$ cat src/rtl/qpu_imem_arb_pkg.sv
// Shared constants for the QPU instruction-memory arbiter: requester IDs and
// default sizing used by qpu_imem_arbiter and its ID FIFO.
package qpu_imem_arb_pkg;

    localparam logic ARB_ID_IFU  = 1'b0;
    localparam logic ARB_ID_HOST = 1'b1;

    localparam int unsigned DEF_OUTS_DEPTH = 2;
    localparam int unsigned DEF_STARVE_LIM = 8;

endpackage

$ cat src/rtl/qpu_imem_arb_idfifo.sv
// In-order FIFO of 1-bit requester IDs, one entry per outstanding memory
// command; head names the requester owning the next memory response.
module qpu_imem_arb_idfifo
    import qpu_imem_arb_pkg::*;
#(
    parameter int unsigned DEPTH = DEF_OUTS_DEPTH,
    localparam int unsigned PW   = (DEPTH > 1) ? $clog2(DEPTH) : 1,
    localparam int unsigned CW   = $clog2(DEPTH + 1)
) (
    input  logic          clk,
    input  logic          rst,
    input  logic          push,
    input  logic          push_id,
    input  logic          pop,
    output logic          full,
    output logic          empty,
    output logic [CW-1:0] count,
    output logic          head
);

    logic [DEPTH-1:0] ids;
    logic [PW-1:0]    wr_ptr;
    logic [PW-1:0]    rd_ptr;
    logic [CW-1:0]    cnt;
    logic             do_push;
    logic             do_pop;

    function automatic logic [PW-1:0] next_ptr(input logic [PW-1:0] p);
        return (p == PW'(DEPTH - 1)) ? '0 : p + PW'(1);
    endfunction

    assign full    = (cnt == CW'(DEPTH));
    assign empty   = (cnt == '0);
    assign count   = cnt;
    assign head    = ids[rd_ptr];
    assign do_push = push & ~full;
    assign do_pop  = pop & ~empty;

    always_ff @(posedge clk) begin
        if (do_push) ids[wr_ptr] <= push_id;
    end

    always_ff @(posedge clk or posedge rst) begin
        if (rst) begin
            wr_ptr <= '0;
            rd_ptr <= '0;
            cnt    <= '0;
        end else begin
            if (do_push) wr_ptr <= next_ptr(wr_ptr);
            if (do_pop)  rd_ptr <= next_ptr(rd_ptr);
            case ({do_push, do_pop})
                2'b10:   cnt <= cnt + CW'(1);
                2'b01:   cnt <= cnt - CW'(1);
                default: cnt <= cnt;
            endcase
        end
    end

endmodule

$ cat src/rtl/qpu_imem_arbiter.sv
// Shares the ITCM command/response port between the IFU fetch channel and the
// host loader. Define QPU_IMEM_ARB_RR_EN for round-robin instead of host
// priority with IFU starvation override.
module qpu_imem_arbiter
    import qpu_imem_arb_pkg::*;
#(
    parameter int unsigned AW         = 32,
    parameter int unsigned DW         = 32,
    parameter int unsigned OUTS_DEPTH = DEF_OUTS_DEPTH,
    parameter int unsigned STARVE_LIM = DEF_STARVE_LIM,
    localparam int unsigned CW        = $clog2(OUTS_DEPTH + 1)
) (
    input  logic          clk,
    input  logic          rst,
    input  logic          ifu_req_valid,
    output logic          ifu_req_ready,
    input  logic [AW-1:0] ifu_req_pc,
    output logic          ifu_rsp_valid,
    input  logic          ifu_rsp_ready,
    output logic [DW-1:0] ifu_rsp_instr,
    input  logic          host_req_valid,
    output logic          host_req_ready,
    input  logic [AW-1:0] host_req_addr,
    input  logic          host_req_write,
    input  logic [DW-1:0] host_req_wdata,
    output logic          host_rsp_valid,
    input  logic          host_rsp_ready,
    output logic [DW-1:0] host_rsp_rdata,
    output logic          mem_cmd_valid,
    input  logic          mem_cmd_ready,
    output logic [AW-1:0] mem_cmd_addr,
    output logic          mem_cmd_write,
    output logic [DW-1:0] mem_cmd_wdata,
    input  logic          mem_rsp_valid,
    output logic          mem_rsp_ready,
    input  logic [DW-1:0] mem_rsp_rdata,
    output logic [CW-1:0] outs_cnt,
    output logic          arb_err
);

    logic fifo_full;
    logic fifo_empty;
    logic head_id;
    logic grant_host;
    logic cmd_ok;
    logic cmd_hs;
    logic rsp_pop;

    // Full is judged on the registered count only, so a same-cycle pop never
    // opens the command path and mem_rsp has no route to mem_cmd.
    assign cmd_ok = ~rst & ~fifo_full;
    assign cmd_hs = mem_cmd_valid & mem_cmd_ready;

`ifdef QPU_IMEM_ARB_RR_EN
    logic rr_ptr;

    assign grant_host = host_req_valid & (~ifu_req_valid | (rr_ptr == ARB_ID_HOST));

    always_ff @(posedge clk or posedge rst) begin
        if (rst)         rr_ptr <= ARB_ID_IFU;
        else if (cmd_hs) rr_ptr <= ~grant_host;
    end
`else
    localparam int unsigned SW = $clog2(STARVE_LIM + 1);

    logic [SW-1:0] starve_cnt;
    logic          starve_hit;
    logic          ifu_hs;

    assign starve_hit = (starve_cnt == SW'(STARVE_LIM));
    assign grant_host = host_req_valid & ~(ifu_req_valid & starve_hit);
    assign ifu_hs     = cmd_hs & ~grant_host;

    always_ff @(posedge clk or posedge rst) begin
        if (rst)                          starve_cnt <= '0;
        else if (ifu_hs | ~ifu_req_valid) starve_cnt <= '0;
        else if (!starve_hit)             starve_cnt <= starve_cnt + SW'(1);
    end
`endif

    always_comb begin
        mem_cmd_valid  = (ifu_req_valid | host_req_valid) & cmd_ok;
        mem_cmd_addr   = grant_host ? host_req_addr : ifu_req_pc;
        mem_cmd_write  = grant_host & host_req_write;
        mem_cmd_wdata  = grant_host ? host_req_wdata : '0;
        host_req_ready = grant_host & mem_cmd_ready & cmd_ok;
        ifu_req_ready  = ~grant_host & mem_cmd_ready & cmd_ok;
    end

    // An empty FIFO still accepts the response so a stray beat cannot wedge memory.
    always_comb begin
        ifu_rsp_valid  = ~rst & ~fifo_empty & (head_id == ARB_ID_IFU) & mem_rsp_valid;
        host_rsp_valid = ~rst & ~fifo_empty & (head_id == ARB_ID_HOST) & mem_rsp_valid;
        mem_rsp_ready  = ~rst & (fifo_empty | ((head_id == ARB_ID_HOST) ? host_rsp_ready
                                                                        : ifu_rsp_ready));
        ifu_rsp_instr  = mem_rsp_rdata;
        host_rsp_rdata = mem_rsp_rdata;
        rsp_pop        = mem_rsp_valid & mem_rsp_ready & ~fifo_empty;
    end

    always_ff @(posedge clk or posedge rst) begin
        if (rst)                             arb_err <= 1'b0;
        else if (mem_rsp_valid & fifo_empty) arb_err <= 1'b1;
    end

    qpu_imem_arb_idfifo #(
        .DEPTH (OUTS_DEPTH)
    ) u_idfifo (
        .clk     (clk),
        .rst     (rst),
        .push    (cmd_hs),
        .push_id (grant_host),
        .pop     (rsp_pop),
        .full    (fifo_full),
        .empty   (fifo_empty),
        .count   (outs_cnt),
        .head    (head_id)
    );

endmodule

$ cat config.mk
export PLATFORM = sky130hd
export DESIGN_NAME = qpu_imem_arbiter
export DESIGN_NICKNAME = d
export VERILOG_FILES = /design/src/rtl/qpu_imem_arb_pkg.sv /design/src/rtl/qpu_imem_arb_idfifo.sv /design/src/rtl/qpu_imem_arbiter.sv
export SDC_FILE = /design/constraint.sdc
export NUM_CORES = 1
export LEC_CHECK = 0
export BUFFER_PORTS_ARGS = -buffer_cell sky130_fd_sc_hd__buf_2
export CORE_AREA = 2 2 107 109
export CTS_CLUSTER_DIAMETER = 50
export DETAILED_ROUTE_END_ITERATION = 7
export DIE_AREA = 0 0 109 111
export SLEW_MARGIN = 20
export SYNTH_ARGS = -nofsm -noshare
export SYNTH_HDL_FRONTEND = slang
export SYNTH_HIERARCHICAL = 1
export SYNTH_SLANG_ARGS = --single-unit
export TNS_END_PERCENT = 30
$ cat constraint.sdc
create_clock -name clk -period 1.8 [get_ports clk]
set_clock_uncertainty 0.05 [all_clocks]
set_input_delay 0.36 -clock clk [delete_from_list [all_inputs] [get_ports clk]]
set_output_delay 0.36 -clock clk [all_outputs]
set_load 0.05 [all_outputs]
== Word-level counts from Yosys, hierarchy flattened ==
Cells that the tools add are included.

* Register bits: 11
* Input port bits: 137
* Output and inout bits: 138
* Word-level logic and storage cells: 67

* $add $sub $neg: 5
* Order comparisons: 3
* Equality and inequality tests: 5
* Multiplexer cells: 13
* Bitwise logic cells: 32
* Reductions and logical operators: 3

{| class="wikitable"
|+ Operator list
! operator !! number
|-
| two-way mux 32 bit || 2
|-
| AND 1 bit || 22
|-
| two-way mux 4 bit || 2
|-
| NOT 1 bit || 7
|-
| two-way mux 1 bit || 6
|-
| adder 4 x 1 -> 4 bit, second input constant || 1
|-
| == test 2 bit, second input constant || 2
|-
| == test 4 bit, second input constant || 1
|-
| less-than comparator 1 x 2 -> 1 bit, second input constant || 2
|-
| one-hot mux 2 bit (2 select lines) || 1
|-
| bitwise OR 1 bit || 3
|-
| adder 1 bit, second input constant || 2
|-
| adder 2 x 1 -> 2 bit, second input constant || 1
|-
| bitwise mux 2 bit || 1
|-
| == test 2 x 1 -> 1 bit, second input constant || 1
|-
| logical NOT 2 bit || 1
|-
| != test 2 x 1 -> 1 bit, second input constant || 1
|-
| nonzero test 2 bit || 1
|-
| subtractor 2 x 1 -> 2 bit, second input constant || 1
|-
| demux 1 bit (select 1 bit) || 1
|-
| >= comparator 1 bit, second input constant || 1
|-
| logical AND 1 bit || 1
|}

== Logic depth before layout (Yosys ltp) ==
* Depth in word-level cells: 10
* Mapped depth: 9
* Gate-level depth less buffers: 9

== Hierarchy ==
Netlist, hierarchy kept.

{| class="wikitable"
|+ By module, submodules not included
! module !! times used !! cells an instance !! area each (µm²) !! sequential area each (µm²)
|-
| qpu_imem_arbiter || 1 || 178 || 1457.6 || 125.1
|-
| qpu_imem_arb_idfifo || 1 || 22 || 271.5 || 160.2
|}

== Least setup slack after synthesis ==
Ideal clock, no wire load.

* Path kind: register to register
* Start: register u_idfifo.cnt[0], in the netlist u_idfifo/count[0]
* End: register u_idfifo.cnt[1], in the netlist u_idfifo/count[1]
* Setup time: 145 ps
* Arrival: 2921 ps
* Data required time: 1605 ps
* Path slack: -1316 ps
* Cell stages (with the launch flop): 10
* Path buffers: 0
* Clock period less this slack: 3116 ps
* Path through: dfrtp_1 nand2b_1 inv_1 nor3_1 and2_1 nand2_1 ha_1 xnor2_1 nor2_1 xor2_1

* Longest elaborated chain between the ends: 8
* Elaborated cells on any way between the ends: 19
* Classes of those cells: add/sub: 2; eq/ne: 3; mux: 1; bitwise: 11; reduce/logical: 2

{| class="wikitable"
|+ Ends and longest elaborated chain
! element !! line !! source
|-
| start: declaration || qpu_imem_arb_idfifo.sv:24 || <nowiki>logic [CW-1:0] cnt;</nowiki>
|-
| start signal: assignment || qpu_imem_arb_idfifo.sv:52 || <nowiki>2'b10: cnt <= cnt + CW'(1);</nowiki>
|-
| start signal: assignment || qpu_imem_arb_idfifo.sv:53 || <nowiki>2'b01: cnt <= cnt - CW'(1);</nowiki>
|-
| start signal: assignment || qpu_imem_arb_idfifo.sv:54 || <nowiki>default: cnt <= cnt;</nowiki>
|-
| == test 2 bit * || qpu_imem_arb_idfifo.sv:32 || <nowiki>assign full = (cnt == CW'(DEPTH));</nowiki>
|-
| via fifo_full || qpu_imem_arbiter.sv:41 || <nowiki>logic fifo_full;</nowiki>
|-
| NOT 1 bit * || qpu_imem_arbiter.sv:51 || <nowiki>assign cmd_ok = ~rst & ~fifo_full;</nowiki>
|-
| AND 1 bit * || qpu_imem_arbiter.sv:51 ||
|-
| AND 1 bit * || qpu_imem_arbiter.sv:82 || <nowiki>mem_cmd_valid = (ifu_req_valid | host_req_valid) & cmd_ok;</nowiki>
|-
| via mem_cmd_valid || qpu_imem_arbiter.sv:29 || <nowiki>output logic mem_cmd_valid,</nowiki>
|-
| AND 1 bit * || qpu_imem_arbiter.sv:52 || <nowiki>assign cmd_hs = mem_cmd_valid & mem_cmd_ready;</nowiki>
|-
| via cmd_hs || qpu_imem_arbiter.sv:46 || <nowiki>logic cmd_hs;</nowiki>
|-
| AND 1 bit * || qpu_imem_arb_idfifo.sv:36 || <nowiki>assign do_push = push & ~full;</nowiki>
|-
| == test 2 x 1 -> 1 bit / == test 2 bit (equally long branches) || qpu_imem_arb_idfifo.sv:51 || <nowiki>case ({do_push, do_pop})</nowiki>
|-
| one-hot mux 2 bit (2 select lines) / nonzero test 2 bit (equally long branches) || -- ||
|}

The timed path passes the listed nets; every way through them passes the cells marked *.
A chain may end at the register's enable or synchronous reset.

== Final worst setup path ==
* Start: register starve_cnt[1]
* End: output port mem_cmd_addr[20]

* Longest elaborated chain between the ends: 5

{| class="wikitable"
|+ Ends and longest elaborated chain
! element !! line !! source
|-
| start: declaration || qpu_imem_arbiter.sv:66 || <nowiki>logic [SW-1:0] starve_cnt;</nowiki>
|-
| start signal: assignment || qpu_imem_arbiter.sv:77 || <nowiki>else if (!starve_hit) starve_cnt <= starve_cnt + SW'(1);</nowiki>
|-
| == test 4 bit || qpu_imem_arbiter.sv:70 || <nowiki>assign starve_hit = (starve_cnt == SW'(STARVE_LIM));</nowiki>
|-
| AND 1 bit || qpu_imem_arbiter.sv:71 || <nowiki>assign grant_host = host_req_valid & ~(ifu_req_valid & starve_hit);</nowiki>
|-
| NOT 1 bit || qpu_imem_arbiter.sv:71 ||
|-
| AND 1 bit || qpu_imem_arbiter.sv:71 ||
|-
| two-way mux 32 bit || qpu_imem_arbiter.sv:83 || <nowiki>mem_cmd_addr = grant_host ? host_req_addr : ifu_req_pc;</nowiki>
|-
| end: declaration || qpu_imem_arbiter.sv:31 || <nowiki>output logic [AW-1:0] mem_cmd_addr,</nowiki>
|}

No other way between the ends.

==> metrics.md <==
| Metric | Value |
|---|---|
| Die ar. | `about 12000 um^2` |
| Portion of netlist area occupied by mux cells | `0.221` |
| Seq/Total Area, Yosys | `0.165` |
| Power Total | `2.40 mW` |
| Total congestion overflow | `0` |
| Final Critical Period | `~2.4 ns` |
| First-pass GRT wire length | `~11000 um` |
| Drt wl/cell | `approximately 16 um` |
| CTS Sinks | `11` |
| Initial antenna violation count | `0` |
| Failing checks | `setup timing` |
| Setup Viol. Count Final | `between 60 and 70` |
| Hold/Removal Path Class | `primary input to async pin` |
| Final worst path period share | `1.33` |
| Hold Fails Final Rpt | `0` |
| Async set-reset flop share out of synthesis | `0.818` |
| GRT Util Overall | `0.117` |
| Post-route ant nets | `0` |
| Slew Limit Fails | `0` |
| Synth cell count leaders | `buf_4, and2_1, mux2_2, dfrtp_1, nor2_1` |
| Via density | `~3.8` |
| Crit Path Max Fanout | `20` |
| Synth area leader | `buf_4` |
| Final Core Density | `0.302` |
| Final worst slack | `-0.585 ns` |
| Synthesis-stage register bit count | `11` |
| Setup TNS | `-33.25 ns` |
| Clk buf depth | `2` |
| Post-synthesis compound-gate area fraction | `0.0355` |
| Largest net degree at the start of global routing | `21` |
| Syn_nets | `340` |
| Run status | `finished, violations left` |
| Crit path launch type | `register` |
| Gpl congestion | `about 0.78` |
| Die Width | `around 110 um` |
| Yosys warning count | `6` |
| CTS tree | `built` |
| Clk_lat worst skew | `0.24 ns` |
| WP data required | `1.39 ns` |
| Slew headroom | `0.827` |
| Initial Util | `0.156` |
| Vias post-DR | `roughly 1800` |
| Adder-cell share of the synthesized area | `0.0217` |
| RSZ-0062 raised after global routing | `true` |
| Crit. End Element | `output pin` |
| Htree depth | `1` |
| Synthesized cell area | `around 1700 um^2` |
| Antenna cells | `0` |
| Core Area | `between 10000 and 15000 um^2` |
| Final nets | `between 400 and 500` |
| Setup slack at placement | `-0.398 ns` |
| Data arrival time of the worst path | `slightly below 2 ns` |
| Synth Area in XOR/XNOR | `0.0355` |
| Post-Syn Instances | `200` |
| Number of fillers in the final layout | `approximately 1200` |
| Synth unique cells | `29` |
| Root Buffer | `clkbuf_16` |
| Row count | `39` |
| Vias in the first global route | `2006` |
| Synth Area per Inst | `8.65 um^2` |
| Worst-path clk slew | `0.04 ns` |
| Drt pass-1 iters | `4` |
| Reg-to-Reg Start | `u_idfifo/rd_ptr` |
| Worst IR Drop VDD | `~1000 uV` |
| Post-synthesis simple-gate area fraction | `0.195` |
| Most common cell in the synthesized netlist | `buf_4` |
| CTS buffer count | `3` |
| Layout cells sized above 1 | `0.836` |
| Worst slew pin tran | `around 0.26 ns` |
| Max Freq | `between 0.4 and 0.5 GHz` |
| DRC | `0` |
| Detailed Route WL | `7730 um` |
| Cell Pwr Density | `between 700 and 800 nW/um^2` |
| CP Class | `register to output pin` |
| LEAKAGE | `1.70 nW` |
| Port Buffer Count | `178` |
| Largest cells by area after synthesis | `buf_4, mux2_2, dfrtp_1` |
| Synth Flop Type | `dfrtp_1` |
| CP Launch Point | `starve_cnt[1]` |
| Die Y-Extent | `111 um` |
| Maxcap violations | `0` |
| Share of the synthesized area in the top cell type | `0.287` |
| Area growth, synth to finish | `93.3%` |
| Detailed Route Iter0 Violations | `30` |
| I/O pins | `around 280` |
| Largest family of logic cells by synthesized area | `buffers and inverters` |
| Post-detail-place hpwl | `~6200 um` |
| Post-synth EDFFs | `2` |
==> worst max-delay path: stages, from the launching register on <==
cell	delay (ns)
dfrtp_1	0.33
inv_1	0.05
ha_2	0.16
and3b_2	0.21
a21boi_4	0.14
buf_4	0.15
buf_16	0.15
mux2_2	0.34
buf_4	0.19
==> per-stage QoR <==
stage	hold slack [ns]	instance area (um^2)	cells
floorplan	0.0759	1850	200
global placement	0.364	2660	469
detailed placement	0.368	2660	469
CTS	0.110	3290	477
global route	0.138	3340	478
finish	0.113	3340	478
==> power by group <==
group	switching (mW)	internal [mW]
logic	0.906	0.721
registers	0.0420	0.320
clock network	0.116	0.294
total	1.06	1.34
==> logic make-up after synthesis <==
family / after synthesis
DFF: 11
xor gates and xnor gates: 7
and+or+nand+nor: 60
muxes: 34
buffers and inverters: 78
AOI/OAI and AO/OA: 7
adders and majority gates: 3
==> metal layers <==
metal | routed length [um] | vias to the layer above | share of wire | global-route usage
li1 | - | 851 | - | -
met1 | 2700 | 843 | 0.35 | 0.124
met2 | 4360 | 141 | 0.56 | 0.237
met3 | 640 | 3 | 0.083 | 0.0212
met4 | 32 | 0 | 0.0041 | 0.0145
met5 | 0 | - | 0 | 0
==> sequential cells by signal, indices dropped and copies added (netlist names) <==
register	flops
arb_err	1
starve_cnt	4
u_idfifo/count	2
u_idfifo/ids	2
u_idfifo/rd_ptr	1
u_idfifo/wr_ptr	1
==> placed cells by master, fill, tap and decap left out, drive strengths merged <==
cell type / n
edfxtp: 2
o22ai: 2
nand2b: 1
buf: 200
and3b: 1
or3b: 1
mux2: 33
nor3: 1
a21o: 1
and3: 2
inv: 6
xnor2: 4
mux2i: 1
nor2b: 2
nand3: 1
dfrtp: 9
clkinv: 1
nand2: 8
and2: 34
xor2: 3
a21oi: 1
o21bai: 1
clkbuf: 6
nor2: 9
a21boi: 1
ha: 3
o211a: 1
==> worst paths after layout <==
path	endpoint	cells after the start	slack (ns)
max in group asynchronous	starve_cnt[0]	3	1.36
min	u_idfifo/count[0]	3	0.11
max	mem_cmd_addr[20]	8	-0.59
min in group clk	arb_err	2	0.31
min reg2reg	arb_err	1	0.41
max reg2reg	u_idfifo/count[1]	8	-0.05
==> layout make-up <==
| class | instances | area (um^2) | area share |
|---|---|---|---|
| flip-flops and latches | 11 | 288 | 0.0861 |
| clock buffers | 3 | 75.1 | 0.0225 |
| repair buffers | 203 | 1740 | 0.520 |
| clock inverters | 1 | 5.00 | 0.00150 |
| well taps | 143 | 179 | 0.0535 |
| inverters | 6 | 22.5 | 0.00674 |
| multi-input cells | 111 | 1030 | 0.310 |
==> repair_timing <==
action,in CTS,in global routing
gates resized for setup,153,8
gates cloned,2,1
pin swaps,5,1
hold buffers,0,0
endpoints found under the setup margin,70,75
buffers inserted,2,0
No activity file was read; power rests on OpenSTA's default activity.
